## src/rtl/nw_chunk_loader.sv

```systemverilog
// nw_chunk_loader
// Upstream feeder for the Needleman-Wunsch Grid chunk. Collects LENGTH
// character pairs over a valid/ready handshake, then clears the grid for one
// cycle and holds the chunk stable while the grid computes. Once the grid
// reports done, the bottom-right score and the run length are captured.
//
// Ports:
//   clk, reset          clock, synchronous active-high reset
//   in_valid/in_ready   character pair handshake (accepted only while loading)
//   in_c1, in_c2        characters of string 1 / string 2
//   s1, s2              packed chunk strings, pair k in slot k
//   top_scores          boundary row plus corner, slot i = i*INDEL
//   left_scores         boundary column, slot j = (j+1)*INDEL
//   grid_reset          clear for the grid's valid flags
//   chunk_valid         chunk and boundaries stable, grid computing
//   grid_done           grid valid output
//   grid_corner         grid bottom-right score
//   score, score_valid  captured score and its one-cycle update pulse
//   run_cycles          length of the last run, saturating
module nw_chunk_loader #(
    parameter int LENGTH = 10,
    parameter int CWIDTH = 2,
    parameter int SWIDTH = 16,
    parameter int INDEL  = -1
) (
    input  logic                         clk,
    input  logic                         reset,
    input  logic                         in_valid,
    input  logic [CWIDTH-1:0]            in_c1,
    input  logic [CWIDTH-1:0]            in_c2,
    output logic                         in_ready,
    output logic [LENGTH*CWIDTH-1:0]     s1,
    output logic [LENGTH*CWIDTH-1:0]     s2,
    output logic [(LENGTH+1)*SWIDTH-1:0] top_scores,
    output logic [LENGTH*SWIDTH-1:0]     left_scores,
    output logic                         grid_reset,
    output logic                         chunk_valid,
    input  logic                         grid_done,
    input  logic [SWIDTH-1:0]            grid_corner,
    output logic [SWIDTH-1:0]            score,
    output logic                         score_valid,
    output logic [15:0]                  run_cycles
);

    localparam int IW = (LENGTH > 1) ? $clog2(LENGTH) : 1;

    localparam logic [1:0] ST_LOAD  = 2'd0;
    localparam logic [1:0] ST_CLEAR = 2'd1;
    localparam logic [1:0] ST_RUN   = 2'd2;

    function automatic logic [(LENGTH+1)*SWIDTH-1:0] top_init();
        logic [(LENGTH+1)*SWIDTH-1:0] v;
        v = '0;
        for (int i = 0; i <= LENGTH; i++) begin
            v[i*SWIDTH +: SWIDTH] = SWIDTH'(i * INDEL);
        end
        return v;
    endfunction

    function automatic logic [LENGTH*SWIDTH-1:0] left_init();
        logic [LENGTH*SWIDTH-1:0] v;
        v = '0;
        for (int j = 0; j < LENGTH; j++) begin
            v[j*SWIDTH +: SWIDTH] = SWIDTH'((j + 1) * INDEL);
        end
        return v;
    endfunction

    localparam logic [(LENGTH+1)*SWIDTH-1:0] TOP_INIT  = top_init();
    localparam logic [LENGTH*SWIDTH-1:0]     LEFT_INIT = left_init();

    logic [1:0]                   state_q, state_d;
    logic [IW-1:0]                idx_q, idx_d;
    logic [LENGTH*CWIDTH-1:0]     s1_q, s1_d;
    logic [LENGTH*CWIDTH-1:0]     s2_q, s2_d;
    logic [15:0]                  cnt_q, cnt_d;
    logic [15:0]                  cnt_inc;
    logic [SWIDTH-1:0]            score_q, score_d;
    logic                         score_valid_q, score_valid_d;
    logic [15:0]                  run_cycles_q, run_cycles_d;
    logic [(LENGTH+1)*SWIDTH-1:0] top_q;
    logic [LENGTH*SWIDTH-1:0]     left_q;

    // Handshake and grid controls depend only on the state register and
    // reset, never on in_valid or grid_done.
    assign in_ready    = (state_q == ST_LOAD) && !reset;
    assign chunk_valid = (state_q == ST_RUN) && !reset;
    assign grid_reset  = reset || (state_q == ST_CLEAR);

    assign s1          = s1_q;
    assign s2          = s2_q;
    assign top_scores  = top_q;
    assign left_scores = left_q;
    assign score       = score_q;
    assign score_valid = score_valid_q;
    assign run_cycles  = run_cycles_q;

    assign cnt_inc = (cnt_q == 16'hFFFF) ? cnt_q : cnt_q + 16'd1;

    always_comb begin
        state_d       = state_q;
        idx_d         = idx_q;
        s1_d          = s1_q;
        s2_d          = s2_q;
        cnt_d         = cnt_q;
        score_d       = score_q;
        score_valid_d = 1'b0;
        run_cycles_d  = run_cycles_q;
        case (state_q)
            ST_LOAD: begin
                if (in_valid) begin
                    s1_d[idx_q*CWIDTH +: CWIDTH] = in_c1;
                    s2_d[idx_q*CWIDTH +: CWIDTH] = in_c2;
                    if (idx_q == IW'(LENGTH - 1)) begin
                        idx_d   = '0;
                        state_d = ST_CLEAR;
                    end else begin
                        idx_d = idx_q + 1'b1;
                    end
                end
            end
            ST_CLEAR: begin
                cnt_d   = '0;
                state_d = ST_RUN;
            end
            ST_RUN: begin
                cnt_d = cnt_inc;
                // The done cycle itself counts toward the reported run length.
                if (grid_done) begin
                    score_d       = grid_corner;
                    score_valid_d = 1'b1;
                    run_cycles_d  = cnt_inc;
                    state_d       = ST_LOAD;
                end
            end
            default: begin
                state_d = ST_LOAD;
            end
        endcase
    end

    always_ff @(posedge clk) begin
        if (reset) begin
            state_q       <= ST_LOAD;
            idx_q         <= '0;
            s1_q          <= '0;
            s2_q          <= '0;
            cnt_q         <= '0;
            score_q       <= '0;
            score_valid_q <= 1'b0;
            run_cycles_q  <= '0;
            top_q         <= TOP_INIT;
            left_q        <= LEFT_INIT;
        end else begin
            state_q       <= state_d;
            idx_q         <= idx_d;
            s1_q          <= s1_d;
            s2_q          <= s2_d;
            cnt_q         <= cnt_d;
            score_q       <= score_d;
            score_valid_q <= score_valid_d;
            run_cycles_q  <= run_cycles_d;
        end
    end

endmodule

```

## config.mk

```make
export PLATFORM = sky130hd
export DESIGN_NAME = nw_chunk_loader
export DESIGN_NICKNAME = d
export VERILOG_FILES = /design/src/rtl/nw_chunk_loader.sv
export SDC_FILE = /design/constraint.sdc
export NUM_CORES = 1
export LEC_CHECK = 0
export BUFFER_PORTS_ARGS = -buffer_cell sky130_fd_sc_hd__buf_2
export CORE_AREA = 4 4 167 169
export DETAILED_ROUTE_END_ITERATION = 6
export DIE_AREA = 0 0 171 173
export MAX_ROUTING_LAYER = met4
export PLACE_DENSITY = 0.58
export SETUP_SLACK_MARGIN = 0.3
export SLEW_MARGIN = 40
export SYNTH_ARGS = -nofsm -noshare
export SYNTH_HDL_FRONTEND = slang
export SYNTH_SLANG_ARGS = --single-unit
```

## constraint.sdc

```tcl
create_clock -name clk -period 3.2 [get_ports clk]
set_clock_uncertainty 0.15 [all_clocks]
set_input_delay 0.32 -clock clk [delete_from_list [all_inputs] [get_ports clk]]
set_output_delay 0.32 -clock clk [all_outputs]
set_load 0.02 [all_outputs]
```

After elaboration in Yosys (flattened, before gate mapping)
Index checks and enable logic that the tools add are counted.

Bits in registers: 95. Output and inout bits: 412. Logic and storage cells: 42.

$add $sub $neg: 3. Eq/ne operators: 7. Shifts and indexed selects: 3. Multiplexer cells: 10. Bitwise logic cells: 1. Reduce and logical (&&, ||, !) cells: 10.

Operators by type and width (count): $shiftx 2x34->20 (2); $bwmux 20 (2); $neg 5->34 (1); $shift 2x34->20 const A (1); $pmux 16 s2 (1); $add 16x1->16 const B (1); $eq 16x16->1 const B (1); $mux 16 (1); $mux 2 (3); $pmux 2 s3 (1); $add 4x1->4 const B (1); $eq 4x4->1 const B (1); $mux 4 (1); $ne 2x2->1 const B (2); $reduce_and 2->1 (2); $reduce_and 3->1 (1); $eq 2x1->1 const B (1); $eq 2x2->1 const B (1); $logic_and 1x1->1 (2); $logic_not 2->1 (1); $ne 2x1->1 const B (1); $reduce_bool 2->1 (1); $reduce_or 2->1 (1); $logic_not 1->1 (1); 3 further kinds (3).

Depth between registers and ports, before layout
Word-level depth: 4. Gate-level depth with buffers: 8.

Worst setup path after synthesis
Ideal clock, no wire load.

Path kind: reg-to-reg. From: reg idx_q[0]. To: reg s1_q[0] (netlist: s1[0]). Arrival: 2.100 ns. Setup slack: 0.829 ns. Stages on the path, launching flop included: 8. Buffers on the path: 1. Cell sequence: dfxtp_1 clkbuf_1 inv_1 ha_1 or4b_2 nor4_1 o21ai_0 mux2_2.

Cells in the longest elaborated chain, start to end: 3. Elaborated cells between the ends (all ways): 4. Classes of those cells: 1 x add/sub; 2 x shift; 1 x mux.

Ends and longest elaborated chain: start, declared (line 73) `logic [IW-1:0] idx_q, idx_d;`; start signal, assigned (line 156) `idx_q <= idx_d;`; $neg 5->34 * (line 112) `s1_d[idx_q*CWIDTH +: CWIDTH] = in_c1;`; $shiftx 2x34->20 or $shift 2x34->20 (tied branches) (line 112); $bwmux 20 * (line 112); end signal, assigned (line 146) `s1_q <= '0;`; end signal, assigned (line 157) `s1_q <= s1_d;`; end, declared (line 74) `logic [LENGTH*CWIDTH-1:0] s1_q, s1_d;`.

Every way passes the cells marked *; elsewhere a longest branch is shown, timed or not. A chain may end at the register's enable or synchronous reset.

Worst setup path after layout
From: reg idx_q[0]. To: reg s2_q[12] (netlist: s2[12]).

Cells in the longest elaborated chain, start to end: 3. Elaborated cells between the ends (all ways): 4. Classes of those cells: 1 x add/sub; 2 x shift; 1 x mux.

Ends and longest elaborated chain: $neg 5->34 * (line 113) `s2_d[idx_q*CWIDTH +: CWIDTH] = in_c2;`; $shiftx 2x34->20 or $shift 2x34->20 (tied branches) (line 113); $bwmux 20 * (line 113); end signal, assigned (line 147) `s2_q <= '0;`; end signal, assigned (line 158) `s2_q <= s2_d;`; end, declared (line 75) `logic [LENGTH*CWIDTH-1:0] s2_q, s2_d;`.

Marked as above.

==> flow_results.xml <==
<?xml version="1.0" encoding="UTF-8"?>
<metrics>
  <group name="run_status">
    <metric name="status" unit="">completed</metric>
  </group>
  <group name="grt">
    <metric name="grt_pass1_vias" unit="">4437</metric>
    <metric name="grt_start_max_net_pins" unit="">40</metric>
    <metric name="number_of_antenna_violations_at_the_first_check_in_global_routing" unit="">1</metric>
    <metric name="grt_pass1_wl" unit="um">24130</metric>
    <metric name="global_route.usage.total" unit="%">10.33</metric>
    <metric name="overall_overflow_remaining_after_global_route" unit="">0</metric>
  </group>
  <group name="placed_design">
    <metric name="placedInstanceArea" unit="sq mm">0.006715</metric>
    <metric name="total_of_buffers_placed_on_input_and_output_ports" unit="">99</metric>
    <metric name="globalplace.congestion" unit="">0.8773</metric>
    <metric name="placed_cells_incl_taps" unit="">1309</metric>
    <metric name="dpl.hpwl" unit="um">12920</metric>
  </group>
  <group name="cts">
    <metric name="cts-hold-fix-buffers" unit="">0</metric>
    <metric name="cts.root.buffer_cell" unit="">sky130_fd_sc_hd__clkbuf_16</metric>
    <metric name="cts_setup_buffers" unit="">0</metric>
    <metric name="tritoncts_num_sinks" unit="">95</metric>
    <metric name="clock_latency_reported_for_the_late_side_of_the_worst_skew_pair" unit="ps">350</metric>
    <metric name="numCtsBuffers" unit="">9</metric>
    <metric name="post_cts_resize_count" unit="">0</metric>
    <metric name="cts.htree.levels" unit="">3</metric>
    <metric name="clkTransAtPathRegs" unit="ps">70</metric>
    <metric name="cts_tree" unit="">yes</metric>
    <metric name="clockBufferDepth" unit="">2</metric>
  </group>
  <group name="synth">
    <metric name="mappedNetlistArea" unit="sq mm">0.007128</metric>
    <metric name="seq_area_frac_synth" unit="%">26.68</metric>
    <metric name="synth_cell_type_count" unit="">63</metric>
    <metric name="synth_area_per_cell" unit="sq um">7.982</metric>
    <metric name="post_synth_inst_count" unit="">893</metric>
    <metric name="ys_dominant_reg_cell" unit="">sky130_fd_sc_hd__dfxtp_1</metric>
    <metric name="synth-warning-count" unit="">0</metric>
    <metric name="synth-seq-cells" unit="">95</metric>
    <metric name="post_synth_edffs" unit="">0</metric>
    <metric name="synth_async_sr_flop_share" unit="%">0</metric>
  </group>
  <group name="critical_path">
    <metric name="timing.critical_path.cells" unit="">inv_1 -&gt; ha_1 -&gt; o21bai_1 -&gt; a2111oi_0 -&gt; buf_4 -&gt; nand2_1 -&gt; mux2i_1</metric>
    <metric name="cp_slowest_cell" unit="">sky130_fd_sc_hd__dfxtp_1</metric>
    <metric name="cp_max_fo" unit="">15</metric>
    <metric name="worst_ep_required_time" unit="ps">3270</metric>
    <metric name="max_stage_delay" unit="ps">580</metric>
    <metric name="rr_endpoint" unit="">s2[12]</metric>
    <metric name="crit-reg2reg-launch" unit="">idx_q[0]</metric>
    <metric name="critical_path_end_type" unit="">flip-flop</metric>
    <metric name="rr_worst_depth" unit="">7</metric>
    <metric name="crit_arrival" unit="ps">2650</metric>
    <metric name="critPathLaunchType" unit="">flip-flop</metric>
    <metric name="timing.reg2reg.setup_slack" unit="ps">630</metric>
    <metric name="type_of_the_worst_setup_path" unit="">flip-flop to flip-flop</metric>
  </group>
  <group name="sta">
    <metric name="finalSetupTns" unit="ps">0</metric>
    <metric name="tightestPinTransition" unit="ps">797.3</metric>
    <metric name="timing_hold_violations_final" unit="">0</metric>
    <metric name="holdWs" unit="ps">53.49</metric>
    <metric name="count_of_pins_over_their_slew_limit" unit="">0</metric>
    <metric name="final_critical_path_share_of_the_clock_period" unit="%">80.42</metric>
    <metric name="rsz0062_at_grt" unit="">false</metric>
    <metric name="max-slew-margin-rel" unit="%">46.44</metric>
    <metric name="finalWorstPathRequiredPeriod" unit="ps">2573</metric>
    <metric name="fmaxAchievable" unit="GHz">0.3886</metric>
    <metric name="setup_viol" unit="">0</metric>
  </group>
  <group name="power">
    <metric name="power_density" unit="mW/mm^2">401.4</metric>
    <metric name="power.ir.vdd_worst" unit="V">0.0002344</metric>
    <metric name="pwr-share-comb" unit="%">17.5</metric>
    <metric name="cellLeakagePower" unit="nW">3.225</metric>
    <metric name="sw_frac_of_total" unit="%">33.37</metric>
    <metric name="total_power" unit="mW">2.823</metric>
    <metric name="clock_power_share" unit="%">40.3</metric>
    <metric name="seq_power_share" unit="%">42.2</metric>
    <metric name="power_switching" unit="uW">942.1</metric>
    <metric name="cell_internal_pwr" unit="mW">1.881</metric>
  </group>
  <group name="layout">
    <metric name="layout.area.seq" unit="sq mm">0.001902</metric>
    <metric name="area_growth" unit="%">-1.316</metric>
    <metric name="multiInputGateArea" unit="sq mm">0.003732</metric>
    <metric name="final_cells" unit="">1326</metric>
    <metric name="share_of_post_route_cells_with_drive_strength_above_1" unit="%">14.94</metric>
    <metric name="fillerInstances" unit="">2928</metric>
    <metric name="postLayoutCellArea" unit="sq mm">0.007034</metric>
    <metric name="finish.net_count" unit="">1013</metric>
  </group>
  <group name="detailed_routing">
    <metric name="dr_total_vias" unit="">5267</metric>
    <metric name="vias_per_cell" unit="">3.972</metric>
    <metric name="drt_pre_antenna_iters" unit="">4</metric>
    <metric name="drc" unit="">0</metric>
    <metric name="post_drt_wl_per_cell" unit="um">12.45</metric>
    <metric name="final_routed_wirelength_across_all_metal_layers" unit="um">16520</metric>
    <metric name="ant_nets" unit="">0</metric>
    <metric name="drtIter0Drc" unit="">245</metric>
  </group>
  <group name="die">
    <metric name="die_area" unit="sq mm">0.02958</metric>
    <metric name="die_height" unit="um">173</metric>
    <metric name="num_rows" unit="">60</metric>
    <metric name="pin_count" unit="">436</metric>
    <metric name="core_footprint" unit="sq mm">0.02658</metric>
    <metric name="initial_utilization" unit="%">26.82</metric>
    <metric name="die_x" unit="um">171</metric>
  </group>
  <group name="min_path">
    <metric name="hold_path.startpoint" unit="">grid_corner[9]</metric>
    <metric name="holdPathEnd" unit="">score[9]</metric>
    <metric name="worst_hold_path_type" unit="">input pin to flip-flop</metric>
    <metric name="hold_depth" unit="">3</metric>
  </group>
  <group name="job">
    <metric name="timing.max_cap.violations" unit="">0</metric>
  </group>
</metrics>
## per-layer routing
metal,share of wire [%],global-route usage [%],wire length (um)
met4,1.3,3.367,218
met1,41,13.01,6789
met5,0,-,0
met3,9.9,2.286,1640
met2,48,16.43,7867
## power groups by stage
stage | Clock [mW] | Combinational [mW] | Sequential (mW)
after floorplan | 0 | 0.747 | 1.22
after global placement | 0 | 0.478 | 1.22
after detailed placement | 0 | 0.478 | 1.22
after CTS | 1.19 | 0.479 | 1.19
after global routing | 1.22 | 0.530 | 1.19
final | 1.14 | 0.494 | 1.19
## cell usage after synthesis, drive strengths merged, types with 3 or more instances
| cell | count | area [sq um] |
|---|---|---|
| nor4 | 9 | 56.30 |
| a21oi | 63 | 315.3 |
| nand2b | 21 | 131.4 |
| xnor2 | 4 | 35.03 |
| mux2i | 11 | 110.1 |
| nor3 | 13 | 65.06 |
| o21ai | 25 | 125.1 |
| buf | 349 | 2613 |
| o211ai | 5 | 37.54 |
| nand2 | 72 | 270.3 |
| nor3b | 5 | 37.54 |
| mux2 | 4 | 45.04 |
| nand4 | 27 | 190.2 |
| nor2b | 11 | 68.82 |
| nand3 | 22 | 122.6 |
| and4 | 7 | 62.56 |
| a211oi | 8 | 60.06 |
| and3 | 9 | 57.56 |
| a2111oi | 4 | 41.29 |
| nor2 | 31 | 116.4 |
| inv | 11 | 41.29 |
| or3 | 4 | 25.02 |
| a311oi | 6 | 52.55 |
| or2 | 3 | 18.77 |
| nand3b | 4 | 30.03 |
| clkbuf | 25 | 96.34 |
| dfxtp | 95 | 1902 |
| o31ai | 3 | 22.52 |
| ha | 10 | 125.1 |
| a31oi | 3 | 18.77 |
## layout make-up
cell class	instances	share of cell area, %
multi-input cells	746	53.06
inverters	12	0.6403
clock inverters	4	0.7649
flip-flops and latches	95	27.04
well taps	341	6.065
repair buffers	115	8.751
clock buffers	12	3.646
diodes	1	0.03557
## placed cells by master (no fill, tap or decap), types with 5 or more instances in the layout
cell type                   netlist  layout
sky130_fd_sc_hd__nor3b_1          5       5
sky130_fd_sc_hd__and3_1           8       8
sky130_fd_sc_hd__inv_1           11      11
sky130_fd_sc_hd__buf_2            6      99
sky130_fd_sc_hd__nand3_1         21      21
sky130_fd_sc_hd__dfxtp_1         95      95
sky130_fd_sc_hd__o211ai_1         5       5
sky130_fd_sc_hd__o21ai_0         25      25
sky130_fd_sc_hd__clkbuf_16        0       9
sky130_fd_sc_hd__nor2_1          31      31
sky130_fd_sc_hd__a21oi_1         63      63
sky130_fd_sc_hd__a211oi_1         8       8
sky130_fd_sc_hd__nand2_1         72      72
sky130_fd_sc_hd__nand4_1         25      25
sky130_fd_sc_hd__and4_1           6       6
sky130_fd_sc_hd__conb_1           2     336
sky130_fd_sc_hd__buf_4          337      16
sky130_fd_sc_hd__mux2i_1         11      11
sky130_fd_sc_hd__a311oi_1         6       6
sky130_fd_sc_hd__nand2b_1        21      21
sky130_fd_sc_hd__nor3_1          13      13
sky130_fd_sc_hd__nor4_1           9       8
sky130_fd_sc_hd__ha_1            10      10
sky130_fd_sc_hd__nor2b_1         11      11
## kinds of logic after synthesis
family / Yosys count / share of synthesized area, %
buf+inv: 386 / 38.63
simple gates: 246 / 18.48
compound gates: 134 / 11.55
flops: 95 / 26.68
mux: 15 / 2.177
fa+ha+maj: 10 / 1.755
xor+xnor: 5 / 0.6143
other cells: 2 / 0.1054
## state kept, by name, summed over array words and instances (netlist names)
name,count
s1,20
s2,20
cnt_q,16
run_cycles,16
score,16
idx_q,4
state_q,2
score_valid,1
## worst max-delay path: cells and delay by family, from the launching register on
kind / cells / cell delay (ps)
compound gates: 2 / 750
fa+ha+maj: 1 / 310
buf+inv: 2 / 330
flops: 1 / 580
mux: 1 / 180
simple gates: 1 / 150
## through the flow
stage	worst slack, ps	util (%)
after CTS	655.2	26.44
after global routing	392.5	26.47
after global placement	679.9	25.27
final	626.6	26.47
after floorplan	828.9	-
after detailed placement	679.5	25.27
## worst max-delay path by stage
stage / start / endpoint / slack, ps / cells past startpoint
final: idx_q[0] / s2[12] / 630 / 7
after detailed placement: idx_q[0] / s2[0] / 680 / 6
after global routing: idx_q[0] / s1[12] / 390 / 6
after floorplan: idx_q[0] / s1[0] / 830 / 7
after global placement: idx_q[0] / s1[13] / 680 / 7
after CTS: idx_q[0] / s2[0] / 660 / 6
No activity file was read; power rests on OpenSTA's default activity.
